File: src/rtl/spi_master_arb.sv
// spi_master_arb: two-requester round-robin SPI mode-0 master.
//
// Ports:
//   sys_clk, sys_rst_n   clock and synchronous active-low reset
//   req[1:0]             per-requester transfer request (level)
//   tx_data0/1           per-requester transmit word, captured at grant
//   gnt[1:0]             one-hot grant for the requester being served
//   done[1:0]            one-cycle completion pulse
//   rx_data              received word, updated in the done cycle
//   CS, SCLK, MOSI, MISO SPI bus pins (CS active low, CPOL=0, CPHA=0)
module spi_master_arb #(
    parameter int DATA_W   = 8,
    parameter int CLK_DIV  = 4,
    parameter int CS_SETUP = 2,
    parameter int CS_HOLD  = 2
) (
    input  logic              sys_clk,
    input  logic              sys_rst_n,
    input  logic [1:0]        req,
    input  logic [DATA_W-1:0] tx_data0,
    input  logic [DATA_W-1:0] tx_data1,
    output logic [1:0]        gnt,
    output logic [1:0]        done,
    output logic [DATA_W-1:0] rx_data,
    output logic              CS,
    output logic              SCLK,
    output logic              MOSI,
    input  logic              MISO
);

    localparam int CNT_M1  = (CLK_DIV > CS_SETUP) ? CLK_DIV : CS_SETUP;
    localparam int CNT_MAX = (CNT_M1 > CS_HOLD) ? CNT_M1 : CS_HOLD;
    localparam int CNT_W   = $clog2(CNT_MAX + 1);
    localparam int BIT_W   = $clog2(DATA_W);

    typedef enum logic [1:0] {
        IDLE,
        SETUP,
        SHIFT,
        HOLD
    } state_t;

    state_t            r_state;
    logic [CNT_W-1:0]  r_cnt;
    logic [BIT_W-1:0]  r_bit;
    logic [DATA_W-1:0] r_tx;
    logic [DATA_W-1:0] r_rx;
    logic [DATA_W-1:0] r_rx_data;
    logic [1:0]        r_gnt;
    logic [1:0]        r_done;
    logic              r_cs;
    logic              r_sclk;
    logic              r_win;
    logic              r_last;

    // The requester just completed is masked in its done cycle.
    logic [1:0]        w_req;
    logic              w_any;
    logic              w_pick1;
    logic [DATA_W-1:0] w_tx;

    assign w_req   = req & ~r_done;
    assign w_any   = |w_req;
    // r_last is the requester served most recently; the other one wins ties.
    assign w_pick1 = w_req[1] & (~w_req[0] | ~r_last);
    assign w_tx    = w_pick1 ? tx_data1 : tx_data0;

    always_ff @(posedge sys_clk) begin
        if (!sys_rst_n) begin
            r_state   <= IDLE;
            r_cnt     <= '0;
            r_bit     <= '0;
            r_tx      <= '0;
            r_rx      <= '0;
            r_rx_data <= '0;
            r_gnt     <= 2'b00;
            r_done    <= 2'b00;
            r_cs      <= 1'b1;
            r_sclk    <= 1'b0;
            r_win     <= 1'b0;
            r_last    <= 1'b1;
        end else begin
            r_done <= 2'b00;
            unique case (r_state)
                IDLE: begin
                    if (w_any) begin
                        r_state <= SETUP;
                        r_win   <= w_pick1;
                        r_gnt   <= w_pick1 ? 2'b10 : 2'b01;
                        r_cs    <= 1'b0;
                        r_tx    <= w_tx;
                        r_cnt   <= CNT_W'(CS_SETUP - 1);
                    end
                end
                SETUP: begin
                    if (r_cnt == '0) begin
                        r_state <= SHIFT;
                        r_cnt   <= CNT_W'(CLK_DIV - 1);
                        r_bit   <= '0;
                    end else begin
                        r_cnt <= r_cnt - 1'b1;
                    end
                end
                SHIFT: begin
                    if (r_cnt != '0) begin
                        r_cnt <= r_cnt - 1'b1;
                    end else begin
                        r_cnt <= CNT_W'(CLK_DIV - 1);
                        if (!r_sclk) begin
                            r_sclk <= 1'b1;
                            r_rx   <= {r_rx[DATA_W-2:0], MISO};
                        end else begin
                            r_sclk <= 1'b0;
                            // The shift on the final fall empties r_tx,
                            // which parks MOSI low for HOLD and IDLE.
                            r_tx   <= {r_tx[DATA_W-2:0], 1'b0};
                            if (r_bit == BIT_W'(DATA_W - 1)) begin
                                r_state <= HOLD;
                                r_cnt   <= CNT_W'(CS_HOLD - 1);
                            end else begin
                                r_bit <= r_bit + 1'b1;
                            end
                        end
                    end
                end
                HOLD: begin
                    if (r_cnt == '0) begin
                        r_state   <= IDLE;
                        r_cs      <= 1'b1;
                        r_gnt     <= 2'b00;
                        r_done    <= r_win ? 2'b10 : 2'b01;
                        r_rx_data <= r_rx;
                        r_last    <= r_win;
                    end else begin
                        r_cnt <= r_cnt - 1'b1;
                    end
                end
                default: r_state <= IDLE;
            endcase
        end
    end

    assign gnt     = r_gnt;
    assign done    = r_done;
    assign rx_data = r_rx_data;
    assign CS      = r_cs;
    assign SCLK    = r_sclk;
    assign MOSI    = r_tx[DATA_W-1];

endmodule

File: config.mk
export PLATFORM = sky130hd
export DESIGN_NAME = spi_master_arb
export DESIGN_NICKNAME = d
export VERILOG_FILES = /design/src/rtl/spi_master_arb.sv
export SDC_FILE = /design/constraint.sdc
export NUM_CORES = 1
export LEC_CHECK = 0
export ABC_AREA = 1
export CAP_MARGIN = 20
export CORE_MARGIN = 2
export CORE_UTILIZATION = 35
export CTS_BUF_LIST = sky130_fd_sc_hd__clkbuf_4 sky130_fd_sc_hd__clkbuf_8
export CTS_CLUSTER_DIAMETER = 30
export CTS_CLUSTER_SIZE = 20
export DETAILED_ROUTE_END_ITERATION = 16
export PLACE_DENSITY = 0.62
export SLEW_MARGIN = 20
export SYNTH_ARGS = -nofsm -noshare
export SYNTH_HDL_FRONTEND = slang
export SYNTH_SLANG_ARGS = --single-unit
File: constraint.sdc
create_clock -name sys_clk -period 1.8 [get_ports sys_clk]
set_clock_uncertainty 0.1 [all_clocks]
set_input_delay 0.27 -clock sys_clk [delete_from_list [all_inputs] [get_ports sys_clk]]
set_output_delay 0.27 -clock sys_clk [all_outputs]
set_load 0.01 [all_outputs]
==> results.toml <==
[layout]
fillers = 663
share_of_post_route_cells_with_drive_strength_above_1 = 0.0914
final_net_count = 380
final_util = 0.457
area_growth_syn_to_layout_pct = 28.0
num_antenna_cells = 0

[yosys]
seq_area_frac_synth = 0.386
most_area_hungry_cell_type_in_the_yosys_netlist = "dfxtp_1"
syn_nets = 332
avgSynthCellArea_sq_um = 6.87
gate_count_of_the_mapped_netlist = 302
mappedNetlistArea_sq_um = 2080
synth_cell_type_count = 28
ys.warnings.count = 0
synth.top_cell.area_share = 0.386
ys_seq_elements = 40
synth.top_cells.by_area = "dfxtp_1 (39%), nand2_1 (15%), nor2_1 (8.0%)"

[sta]
hold_viol = 0
final_max_slew_viol_count = 0
final_setup_tns_ns = 0
worst_margin_slew_ns = 0.362
timing.final.crit_share = 0.965
fmax_mhz = 576
fin_crit_ns = 1.74
finalWorstSetupSlack_ns = 0.0626
grt_setup_unrepaired = "yes"
setup_viol_count_final = 0
slew_headroom = 0.758

[floorplan]
start_util = 0.357
row_count = 28
die_height_microns = 81.0
fp.dieW_microns = 81.0
io_pins = 36
core_area_sq_um = 5820
die_area_sq_um = 6560

[global_route]
antenna_violations_before_repair = 0
grt.overflow.total = 0
global_route.usage.total = 0.152
pin_count_of_the_biggest_net_entering_global_routing = 17
grt_pass1_vias = 1755
grt_pass1_wl_mm = 7.85

[clock_tree]
clk_transition_reported_paths_ns = 0.08
clock_insertion_delay_worst_skew_ns = 0.29
clock_tree.buffer_depth = 2
h-tree-depth = 2
numClockSinks = 40
ctsRootBufferMaster = "clkbuf_8"
postCtsSetupBuffers = 0
tritoncts = "yes"
cts-buffers-inserted = 5

[drt]
finalWirelength_mm = 4.62
ant_nets = 0
drt_first_pass_iters = 4
initialDrtViolationCount = 93
post-route-drc-count = 0
detailroute.via_count = 1978
detail_route.wl_per_cell_microns = 10.9
route.detailed.vias_per_inst = 4.65

[min_path]
hold_path_class = "reg -> reg"

[placement]
gpl.final_weighted_congestion = 0.816
place_ws_ns = 0.0677
io_buffer_count = 35
detailed_place_hpwl_mm = 3.56

[power_and_ir_drop]
p_clk_frac = 0.152
total_switching_power_mw = 1.58
seq_power_share = 0.345
comb_power_share = 0.503
power.leakage_nw = 1.19
internal-power_mw = 2.19
vdd_ir_drop_max_uv = 636
cellPowerDensity_nw_per_um2 = 1420
power_switching_share = 0.420

[worst_setup_path]
critical_path.top_delay_family = "buffers and inverters"
timing.critical_path.arrival_ns = 1.37
worst_path_max_delay_cell = "clkdlybuf4s50_1"
worst_ep_required_time_ns = 1.43
path_class = "reg -> out"
worst-path-max-fanout = 4
critPathBufInv = 1
cell_chain_of_the_critical_path = "clkdlybuf4s50_1"
worst_path_largest_cell_delay_ns = 0.59
critPathLaunchType = "register"
critical_path.endpoint_type = "output port"

[run]
drv_cap = 0

[status]
outcome = "finished, final reports clean"
-- worst register-to-register path: cells and delay by family, from the launching register on --
family	cells	cell delay, ns
AND/OR/NAND/NOR	4	0.41
flip-flops	1	0.33
AO/OA/AOI/OAI	1	0.28
buffers and inverters	2	0.26
adder cells (fa/ha/maj)	1	0.23
-- layer usage --
layer | vias to the layer above | global-route usage | wire length [microns]
met2 | 27 | 0.248 | 2190
met4 | 0 | 0.0424 | 42
met5 | - | 0 | 0
met1 | 904 | 0.200 | 2220
li1 | 1040 | - | -
met3 | 7 | 0.0344 | 164
-- flip-flops by register name (all words and copies together) (netlist names) --
register,count
CS,1
SCLK,1
done,2
gnt,2
r_bit,3
r_cnt,3
r_last,1
r_rx,8
r_state,2
r_tx,8
r_win,1
rx_data,8
-- power by group through the flow --
stage          logic [mW]  registers, mW  clock network [mW]
2_1_floorplan        1.35           1.32                   0
3_3_place_gp         1.84           1.32                   0
3_5_place_dp         1.87           1.32                   0
4_1_cts              1.88           1.30               0.594
5_1_grt              2.18           1.34               0.629
6_report             1.89           1.30               0.574
-- through the flow --
step	instances	instance area [sq um]	hold WS, ns	power, mW
final	425	2660	0.351	3.77
after global routing	425	2660	0.380	4.15
after CTS	424	2640	0.352	3.77
after detailed placement	417	2560	0.342	3.19
after global placement	417	2560	0.339	3.16
after floorplan	302	2080	0.308	2.67
-- cells in the mapped netlist --
master,number
a21oi_1,18
a21oi_4,1
a22o_1,1
a22oi_1,1
buf_2,3
buf_4,3
buf_6,1
clkinv_1,3
dfxtp_1,40
ha_1,9
inv_1,41
inv_4,1
nand2_1,81
nand2_2,3
nand3_1,6
nand3_4,1
nand3b_1,7
nand4_1,7
nor2_1,44
nor2_2,1
nor2_8,1
nor3_1,2
nor3_4,1
o211ai_1,1
o21ai_0,18
o21ai_1,5
or2_1,1
or2_2,1
-- cell type report --
cell class	instances	area [sq um]	share of cell area
multi-input combinational	211	1070	0.403
sequential	40	801	0.301
timing repair buffer	47	440	0.166
inverter	45	171	0.0645
tap	75	93.8	0.0353
clock buffer	5	68.8	0.0259
clock inverter	2	12.5	0.00471
-- cell usage in the layout, fill, tap and decap left out, types with 2 or more instances in the layout --
| cell | netlist | layout |
|---|---|---|
| nand2_2 | 3 | 3 |
| o21ai_1 | 5 | 5 |
| nand3b_1 | 7 | 7 |
| nand3_1 | 6 | 6 |
| buf_4 | 3 | 12 |
| nand4_1 | 7 | 7 |
| clkdlybuf4s50_1 | 0 | 35 |
| clkinv_1 | 3 | 3 |
| ha_1 | 9 | 8 |
| o21ai_0 | 18 | 18 |
| nor2_1 | 44 | 43 |
| a21oi_1 | 18 | 18 |
| nand2_1 | 81 | 81 |
| nor3_1 | 2 | 2 |
| inv_1 | 41 | 41 |
| clkbuf_8 | 0 | 5 |
| nor2_2 | 1 | 2 |
| dfxtp_1 | 40 | 40 |
-- kinds of logic (layout without fill, tap and decap cells) --
logic type | Yosys count | in the layout | synth area share
buffers and inverters | 52 | 99 | 0.106
AND/OR/NAND/NOR | 156 | 157 | 0.336
flip-flops | 40 | 40 | 0.386
adder cells (fa/ha/maj) | 9 | 9 | 0.0543
AO/OA/AOI/OAI | 45 | 45 | 0.118
-- worst paths after layout --
path,endpoint,slack [ns],depth (start not counted),startpoint
max,SCLK,0.06,1,SCLK$_SDFFE_PN0P_
min,done[1]$_SDFF_PN0_,0.35,2,r_win$_SDFFE_PN0P_
max reg2reg,r_tx[3]$_SDFFE_PN0P_,0.13,8,r_state[0]$_SDFFE_PN0P_
min reg2reg,done[1]$_SDFF_PN0_,0.35,2,r_win$_SDFFE_PN0P_
-- repair_timing --
action / 4_1_cts / 5_1_grt
gates resized for setup: 0 / 2
hold endpoints to repair: 0 / 0
setup endpoints to repair: 0 / 19
hold buffers: 0 / 0
(Power assumes the default switching activity.)
